## config.mk

```make
export PLATFORM = sky130hd
export DESIGN_NAME = regs_wb_arbiter
export DESIGN_NICKNAME = d
export VERILOG_FILES = /design/src/rtl/cpu_defs.sv /design/src/rtl/wb_rr_pick.sv /design/src/rtl/regs_wb_arbiter.sv
export SDC_FILE = /design/constraint.sdc
export NUM_CORES = 1
export LEC_CHECK = 0
export ABC_AREA = 1
export BUFFER_PORTS_ARGS = -buffer_cell sky130_fd_sc_hd__buf_4
export CAP_MARGIN = 20
export CORE_MARGIN = 5
export CORE_UTILIZATION = 44
export DETAILED_ROUTE_END_ITERATION = 7
export PLACE_DENSITY = 0.85
export SYNTH_ARGS = -nofsm -noshare
export SYNTH_HDL_FRONTEND = slang
export SYNTH_SLANG_ARGS = --single-unit
```

## constraint.sdc

```tcl
create_clock -name clk -period 2 [get_ports clk]
set_clock_uncertainty 0.05 [all_clocks]
set_input_delay 0.3 -clock clk [delete_from_list [all_inputs] [get_ports clk]]
set_output_delay 0.3 -clock clk [all_outputs]
set_load 0.01 [all_outputs]
```

## src/rtl/cpu_defs.sv

```systemverilog
// Shared CPU definitions: the regfile write request and the writeback
// arbiter requester indices.
package cpu_defs;

  typedef struct packed {
    logic        we;
    logic [4:0]  waddr;
    logic [31:0] wrdata;
  } regs_wreq_t;

  localparam int unsigned WB_REQ_PIPE     = 0;
  localparam int unsigned WB_REQ_MULDIV   = 1;
  localparam int unsigned WB_REQ_UNCACHED = 2;

endpackage

```

## src/rtl/wb_rr_pick.sv

```systemverilog
// Round-robin pick over writeback requesters 1..N_REQ-1. It grants up to
// free_ports candidates and skips any waddr that is already being written.
module wb_rr_pick #(
  parameter  int unsigned N_REQ       = 3,
  parameter  int unsigned WRITE_PORTS = 1,
  localparam int unsigned IW          = $clog2(N_REQ),
  localparam int unsigned PW          = $clog2(WRITE_PORTS + 1)
) (
  input  logic [N_REQ-1:0]            elig,
  input  logic [N_REQ-1:0][4:0]       cand_addr,
  input  logic [IW-1:0]               rr_ptr,
  input  logic [PW-1:0]               free_ports,
  input  logic [WRITE_PORTS-1:0]      taken_vld,
  input  logic [WRITE_PORTS-1:0][4:0] taken_addr,
  output logic [N_REQ-1:0]            grant,
  output logic                        any_grant,
  output logic [IW-1:0]               last_idx
);

  always_comb begin
    logic [WRITE_PORTS-1:0]      seen_vld;
    logic [WRITE_PORTS-1:0][4:0] seen_addr;
    int unsigned                 slot;
    int unsigned                 t;
    logic [IW-1:0]               c;
    logic                        hit;

    grant     = '0;
    any_grant = 1'b0;
    last_idx  = '0;
    seen_vld  = taken_vld;
    seen_addr = taken_addr;
    slot      = WRITE_PORTS - 32'(free_ports);

    // Walk the ring rr_ptr .. N_REQ-1, 1 .. rr_ptr-1; index 0 never takes part.
    for (int unsigned k = 0; k < N_REQ - 1; k++) begin
      t = 32'(rr_ptr) + k;
      if (t >= N_REQ) t = t - (N_REQ - 1);
      c = IW'(t);

      hit = 1'b0;
      for (int unsigned p = 0; p < WRITE_PORTS; p++)
        if (seen_vld[p] && seen_addr[p] == cand_addr[c]) hit = 1'b1;

      if (elig[c] && slot < WRITE_PORTS && !hit) begin
        grant[c]  = 1'b1;
        any_grant = 1'b1;
        last_idx  = c;
        for (int unsigned p = 0; p < WRITE_PORTS; p++)
          if (p == slot) begin
            seen_vld[p]  = 1'b1;
            seen_addr[p] = cand_addr[c];
          end
        slot = slot + 1;
      end
    end
  end

endmodule

```

## src/rtl/regs_wb_arbiter.sv

```systemverilog
// Writeback arbiter: shares the regfile write ports between the in-order pipe
// (fixed priority), mul/div and uncached loads (round-robin, starvation guard).
module regs_wb_arbiter
  import cpu_defs::*;
#(
  parameter int unsigned N_REQ       = 3,
  parameter int unsigned WRITE_PORTS = 1,
  parameter int unsigned MAX_WAIT    = 4
) (
  input  logic                         clk,
  input  logic                         rst,
  input  logic       [N_REQ-1:0]       req_valid,
  input  regs_wreq_t [N_REQ-1:0]       req_wreq,
  output logic       [N_REQ-1:0]       req_ready,
  output regs_wreq_t [WRITE_PORTS-1:0] regs_wreq,
  output logic                         busy
);

  localparam int unsigned IW = $clog2(N_REQ);
  localparam int unsigned PW = $clog2(WRITE_PORTS + 1);

  logic [IW-1:0]                 rr_ptr;
  logic [N_REQ-1:0][3:0]         wait_cnt;

  logic [N_REQ-1:0]              live;
  logic [N_REQ-1:0][4:0]         cand_addr;
  logic [N_REQ-1:0]              grant_pre;
  logic [N_REQ-1:0]              rr_elig;
  logic [N_REQ-1:0]              rr_grant;
  logic [N_REQ-1:0]              grant;
  logic [WRITE_PORTS-1:0]        pre_vld;
  logic [WRITE_PORTS-1:0][4:0]   pre_addr;
  logic [WRITE_PORTS-1:0][IW-1:0] pre_src;
  logic [PW-1:0]                 free_ports;
  logic                          rr_any;
  logic [IW-1:0]                 rr_last;
  regs_wreq_t [WRITE_PORTS-1:0]  wreq_d;

  always_comb begin
    for (int unsigned i = 0; i < N_REQ; i++) begin
      live[i]      = req_valid[i] && req_wreq[i].we && (req_wreq[i].waddr != '0);
      cand_addr[i] = req_wreq[i].waddr;
    end
  end

  // Starved requesters and requester 0. The pass j == N_REQ stands for
  // requester 0 so it is considered right after the starved ones.
  always_comb begin
    int unsigned   slot;
    logic [IW-1:0] c;
    logic          hit;

    grant_pre = '0;
    pre_vld   = '0;
    pre_addr  = '0;
    pre_src   = '0;
    slot      = 0;

    for (int unsigned j = 1; j <= N_REQ; j++) begin
      c = (j == N_REQ) ? IW'(WB_REQ_PIPE) : IW'(j);

      hit = 1'b0;
      for (int unsigned p = 0; p < WRITE_PORTS; p++)
        if (pre_vld[p] && pre_addr[p] == cand_addr[c]) hit = 1'b1;

      if (live[c] && (c == '0 || wait_cnt[c] >= 4'(MAX_WAIT)) &&
          slot < WRITE_PORTS && !hit) begin
        grant_pre[c] = 1'b1;
        for (int unsigned p = 0; p < WRITE_PORTS; p++)
          if (p == slot) begin
            pre_vld[p]  = 1'b1;
            pre_addr[p] = cand_addr[c];
            pre_src[p]  = c;
          end
        slot = slot + 1;
      end
    end
    free_ports = PW'(WRITE_PORTS - slot);
  end

  always_comb begin
    rr_elig    = live & ~grant_pre;
    rr_elig[0] = 1'b0;
  end

  wb_rr_pick #(
    .N_REQ       (N_REQ),
    .WRITE_PORTS (WRITE_PORTS)
  ) u_rr_pick (
    .elig       (rr_elig),
    .cand_addr  (cand_addr),
    .rr_ptr     (rr_ptr),
    .free_ports (free_ports),
    .taken_vld  (pre_vld),
    .taken_addr (pre_addr),
    .grant      (rr_grant),
    .any_grant  (rr_any),
    .last_idx   (rr_last)
  );

  assign grant     = grant_pre | rr_grant;
  assign req_ready = (grant | (req_valid & ~live)) & {N_REQ{~rst}};
  assign busy      = |(live & ~req_ready);

  // Port order follows grant order: earlier stages first, then rr grants in ring order.
  always_comb begin
    int unsigned   slot;
    int unsigned   t;
    logic [IW-1:0] c;

    wreq_d = '0;
    slot   = 0;
    for (int unsigned p = 0; p < WRITE_PORTS; p++)
      if (pre_vld[p]) begin
        wreq_d[p] = req_wreq[pre_src[p]];
        slot      = slot + 1;
      end

    for (int unsigned k = 0; k < N_REQ - 1; k++) begin
      t = 32'(rr_ptr) + k;
      if (t >= N_REQ) t = t - (N_REQ - 1);
      c = IW'(t);
      if (rr_grant[c]) begin
        for (int unsigned p = 0; p < WRITE_PORTS; p++)
          if (p == slot) wreq_d[p] = req_wreq[c];
        slot = slot + 1;
      end
    end
  end

  always_ff @(posedge clk or posedge rst) begin
    if (rst) begin
      regs_wreq <= '0;
      rr_ptr    <= IW'(1);
      wait_cnt  <= '0;
    end else begin
      regs_wreq <= wreq_d;
      if (rr_any)
        rr_ptr <= (rr_last == IW'(N_REQ - 1)) ? IW'(1) : rr_last + IW'(1);
      for (int unsigned j = 1; j < N_REQ; j++) begin
        if (!req_valid[j] || grant[j])
          wait_cnt[j] <= '0;
        else if (live[j] && wait_cnt[j] != 4'hf)
          wait_cnt[j] <= wait_cnt[j] + 4'd1;
      end
    end
  end

endmodule

```

# == Word-level counts from Yosys, hierarchy flattened ==
# Index checks and enable logic that the tools add are counted.
# Widths: inputs -> output; s select.
# classes
n_eq_ne,7
bitwise_logic,11
reduce_logical,43
order_cmp,13
mux,71
addsub,12
# ops
operator,count
$mux 38,8
$bmux 38 s2,3
$logic_not 32->1,5
$lt 32x1->1 const B,4
$mux 32,3
$add 32x1->32 const B,2
$mux 5,9
$mux 1,25
$logic_and 1x1->1,24
$bmux 5 s2,2
$eq 5x5->1,4
$mux 2,9
$mux 4,4
$reduce_bool 5->1,3
$and 3x3->3,4
$lt 2x3->1 const B,3
$not 3->3,3
$or 3x3->3,3
$add 4x1->4 const B,2
$bmux 1 s2,4
$ge 4x3->1 const B,2
$ne 4x4->1 const B,2
$logic_not 1->1,6
$mux 3,2
other kinds (16),21
# totals
word_cells,163
out_inout_bits,42
ff_bits,48

# == Depth between registers and ports, before layout ==
# logic_depth
depth_word,35
depth_mapped,15

# == Modules after synthesis ==
# From an unflattened synthesis, not the netlist that was laid out.
# hier_totals
cells_unflattened,859
hier_area_um2,5188.7
# modules_own_cells
mod,area_per_inst_um2,seq_area_each_um2,cells_per_inst,instances
regs_wb_arbiter,4494.3,1202.4,733,1
wb_rr_pick,694.4,0.0,126,1

# == Least setup slack after synthesis ==
# OpenSTA, ideal clock, no wires.
# synth_path
kind,input to output
from,input port rst
to,output port busy
cell_stages,4
t_required_ns,1.650
path_slack_ns,-0.057
arrival_ns,1.707
cell_sequence,inv_1 > nand2_1 > nand2_1 > nand3_1
# synth_via
elab_chain_len,5
# synth_lines
element,line_no,text
from (decl),regs_wb_arbiter.sv:11,"input logic rst,"
$not 1->1,regs_wb_arbiter.sv:102,assign req_ready = (grant | (req_valid & ~live)) & {N_REQ{~rst}};
$and 3x3->3,regs_wb_arbiter.sv:102,
$not 3->3,regs_wb_arbiter.sv:103,assign busy = |(live & ~req_ready);
$and 3x3->3,regs_wb_arbiter.sv:103,
$reduce_or 3->1,regs_wb_arbiter.sv:103,
to (decl),regs_wb_arbiter.sv:16,output logic busy
# Every way passes these cells.

# == Final worst setup path ==
# layout_path
from,register wait_cnt[11] in the netlist's numbering
to,output port busy
# layout_via
elab_chain_len,29
elab_cells_between_ends,61
# layout_lines
element,line_no,text
from (decl),regs_wb_arbiter.sv:23,logic [N_REQ-1:0][3:0] wait_cnt;
"from (signal, indexed assignment)",regs_wb_arbiter.sv:144,wait_cnt[j] <= wait_cnt[j] + 4'd1;
$ge 4x3->1 (*),regs_wb_arbiter.sv:66,if (live[c] && (c == '0 || wait_cnt[c] >= 4'(MAX_WAIT)) &&
$logic_and 1x1->1 (*) (2 in series),regs_wb_arbiter.sv:66,
$logic_and 1x1->1 (*),regs_wb_arbiter.sv:67,slot < WRITE_PORTS && !hit) begin
branches (longest 19 deep; another with $lt 32x1->1),-,
$or 3x3->3 (*),regs_wb_arbiter.sv:101,assign grant = grant_pre | rr_grant;
$or 3x3->3 (*),regs_wb_arbiter.sv:102,
$and 3x3->3 (*),regs_wb_arbiter.sv:102,
$not 3->3 (*),regs_wb_arbiter.sv:103,
$and 3x3->3 (*),regs_wb_arbiter.sv:103,
$reduce_or 3->1 (*),regs_wb_arbiter.sv:103,
# Mark *: on every way between the ends. The select of a mux whose other input is x is not followed.

==> flow_summary.json <==
{
  "worstSetupPathType": "reg -> out",
  "io_buffers": 160,
  "whs_ps": 56.0,
  "hold_path.class": "in -> async",
  "synth.avg_cell_area_um2": 6.89,
  "vias_per_cell": 6.01,
  "p_leak_nw": 3.04,
  "clock-sinks": 48,
  "core_area_um2": 8680,
  "synthTopCellsByArea": "dfrtp_1, nand2_1, o221ai_1, inv_1, a21oi_1",
  "fin_ws_ps": -379,
  "die_w_um": 104,
  "critPathLaunchType": "flop",
  "outcome": "complete, but fails checks",
  "wl_met1_um": 5830,
  "yosysWarningCount": 0,
  "cts_tree": "yes",
  "insertion_delay_ps": 300,
  "met2_length_um": 7890,
  "violations": "setup timing",
  "clk_path_buf_depth": 2,
  "start_util_pct": 44.8,
  "cp_max_fo": 3,
  "synth-seq-cells": 48,
  "synth_top_area_share_pct": 30.3,
  "dieArea_um2": 10800,
  "hold_viol_final": 0,
  "end_kind": "output port",
  "p_per_area_nw_per_um2": 945,
  "rsz0062_at_grt": "true",
  "finalWirelength_um": 16200,
  "grt_max_degree": 61,
  "drt_iter0_drc": 534,
  "grt_pass1_vias": 5359,
  "max_slew_margin_pct": 59.2,
  "antenna_found_initial": 0,
  "dp.final_hpwl_um": 11500,
  "grt_pass1_wl_um": 25500,
  "grt_use_total_pct": 28.0,
  "num_io_pins": 161,
  "first_pass_iters": 5,
  "num_rows": 34,
  "synth_fp_nets": 685,
  "vdd_ir_drop_max_mv": 0.709,
  "cts_max_level": 2,
  "ys_types": 42,
  "synth_largest_area_cell": "dfrtp_1",
  "fin_crit_sh_pct": 119,
  "root_buffer": "clkbuf_8",
  "fmax_mhz": 420,
  "synth_edf_count": 0,
  "maxUsedRoutingLayer": "met4",
  "tightestPinTransition_ps": 612,
  "final_max_slew_viol_count": 0,
  "clk_pin_slew_worst_paths_ps": 100,
  "ant_nets": 0,
  "met3_length_um": 1740,
  "critPathRequiredTime_ps": 1650,
  "cts_buffers": 5,
  "ys_seq_area_share_pct": 31.0,
  "drive_gt1_share_pct": 37.8,
  "num_vias": 5311,
  "pre_cts_slack_ps": -172,
  "num_antenna_cells": 0,
  "setup_viol_count_final": 9,
  "synthesis.area_um2": 3880,
  "nNetsFinal": 896,
  "wl_per_cell_um": 18.3,
  "arrival_ps": 2030,
  "gp_congestion": 0.889,
  "syn-instance-count": 564,
  "synthArstFlopShare_pct": 100,
  "fp.dieH_um": 104,
  "grt_overflow": 0,
  "yosys_most_used_dff": "dfrtp_1",
  "drc": 0,
  "drv_cap": 0,
  "fin_crit_ps": 2380,
  "area_growth_pct": 54.6
}
[through the flow]
stage / total power [mW] / setup TNS (ps) / instances / cell area, um2 / utilization (%)
after global placement: 4.64 / -225 / 863 / 5630 / 64.9
after floorplan: 3.20 / 0 / 564 / 3900 / -
after global routing: 6.06 / -2850 / 884 / 6010 / 69.2
final: 5.68 / -1260 / 884 / 6010 / 69.2
after CTS: 5.55 / -1060 / 880 / 5890 / 67.8
after detailed placement: 4.75 / -1190 / 863 / 5630 / 64.9
[logic make-up (layout without fill, tap and decap cells)]
kind of cell,after synthesis,in the layout,synth area share (%)
AND/OR/NAND/NOR,202,202,22.7
AO/OA/AOI/OAI,196,196,32.7
buffers and inverters,113,325,12.3
flip-flops,48,48,31.0
adder cells (fa/ha/maj),2,2,0.644
XOR/XNOR,2,2,0.451
multiplexers,1,1,0.258
[layer usage]
layer | GRT usage [%] | vias up
li1 | - | 2382
met1 | 33.6 | 2434
met2 | 48.5 | 416
met3 | 5.83 | 79
met4 | 11.5 | 0
met5 | 0 | -
[layout make-up]
cell class	count	area (um2)
inverters	77	313
repair inverters	1	5.00
well taps	108	135
flip-flops and latches	48	1200
clock buffers	8	100
multi-input cells	403	2280
fillers	696	2670
repair buffers	239	1970
[worst paths after layout]
check | cells past startpoint | start | to | slack [ps]
setup reg to reg | 13 | wait_cnt[11] | regs_wreq[34] | -60
setup / recovery | 15 | wait_cnt[11] | busy | -380
max in group asynchronous | 3 | rst | rr_ptr[0] | 1460
hold / removal | 3 | rst | wait_cnt[7] | 60
hold reg to reg | 2 | wait_cnt[5] | wait_cnt[5] | 510
min in group clk | 3 | req_wreq[91] | regs_wreq[15] | 170
[what timing repair did]
item | in CTS | in global routing
buffers inserted | 9 | 3
gates cloned | 1 | 2
endpoints found under the setup margin | 12 | 43
hold buffers | 0 | 0
gates resized for setup | 20 | 18
pin swaps | 11 | 13
[placed cells by master, fill, tap and decap left out, types with 2 or more instances in the layout]
| cell type | count |
|---|---|
| o22ai_1 | 18 |
| a32oi_1 | 5 |
| nand3_1 | 5 |
| o21ai_0 | 44 |
| nand4_1 | 4 |
| nor2_1 | 23 |
| o21ai_1 | 2 |
| nor2_4 | 2 |
| nand2_1 | 141 |
| buf_12 | 7 |
| buf_6 | 9 |
| nand2_4 | 5 |
| nor2_2 | 2 |
| inv_1 | 64 |
| a31oi_1 | 4 |
| or2_2 | 2 |
| a22oi_1 | 15 |
| o221ai_1 | 31 |
| nand2_2 | 7 |
| clkinvlp_4 | 3 |
| a221oi_1 | 2 |
| a21oi_2 | 2 |
| o21bai_1 | 2 |
| xor2_1 | 2 |
| nand3_4 | 2 |
| a21oi_1 | 44 |
| o211ai_1 | 18 |
| inv_2 | 7 |
| ha_1 | 2 |
| clkbuf_8 | 7 |
| buf_4 | 220 |
| dfrtp_1 | 47 |
| o2111ai_1 | 5 |
| nand3_2 | 7 |
[cells in the mapped netlist (2+ instances only)]
| cell | number |
|---|---|
| a22oi_1 | 15 |
| nand2_4 | 3 |
| inv_1 | 69 |
| dfrtp_1 | 47 |
| a21oi_1 | 46 |
| buf_6 | 5 |
| o21bai_1 | 2 |
| ha_1 | 2 |
| nand3_1 | 10 |
| a31oi_1 | 4 |
| o21ai_0 | 44 |
| nand3_2 | 3 |
| a221oi_1 | 2 |
| or2_2 | 2 |
| nor2_1 | 24 |
| o22ai_1 | 18 |
| a32oi_1 | 5 |
| clkbuf_1 | 22 |
| o221ai_1 | 32 |
| nand2_1 | 146 |
| xor2_1 | 2 |
| nand4_1 | 4 |
| nand2_2 | 4 |
| o211ai_1 | 18 |
| nor2_2 | 2 |
| o2111ai_1 | 5 |
| o21ai_1 | 2 |
| inv_2 | 6 |
| buf_2 | 6 |
| buf_4 | 2 |
[critical path, stage by stage (launching register included)]
cell     delay [ps]
dfrtp_1         430
nor2_4          150
inv_2            60
nand3_2         100
nand2_4          70
nor2_8          120
nand2_4          70
nor2_4          150
nand2_4          60
nand2_2          70
nand2_2          70
nand3_2          60
nand2_2          60
nand2_2          60
nand3_2          60
buf_6           120
[power by group]
part	switching, mW	leakage (nW)	internal (mW)	total, mW
logic	1.93	2.37	1.65	3.58
clock network	0.334	0.0515	0.317	0.650
registers	0.134	0.615	1.32	1.45
[registers in the layout, summed over array words and instances (netlist names)]
signal / cells
wait_cnt: 8
rr_ptr: 2
regs_wreq: 38
No activity file was read; power rests on OpenSTA's default activity.
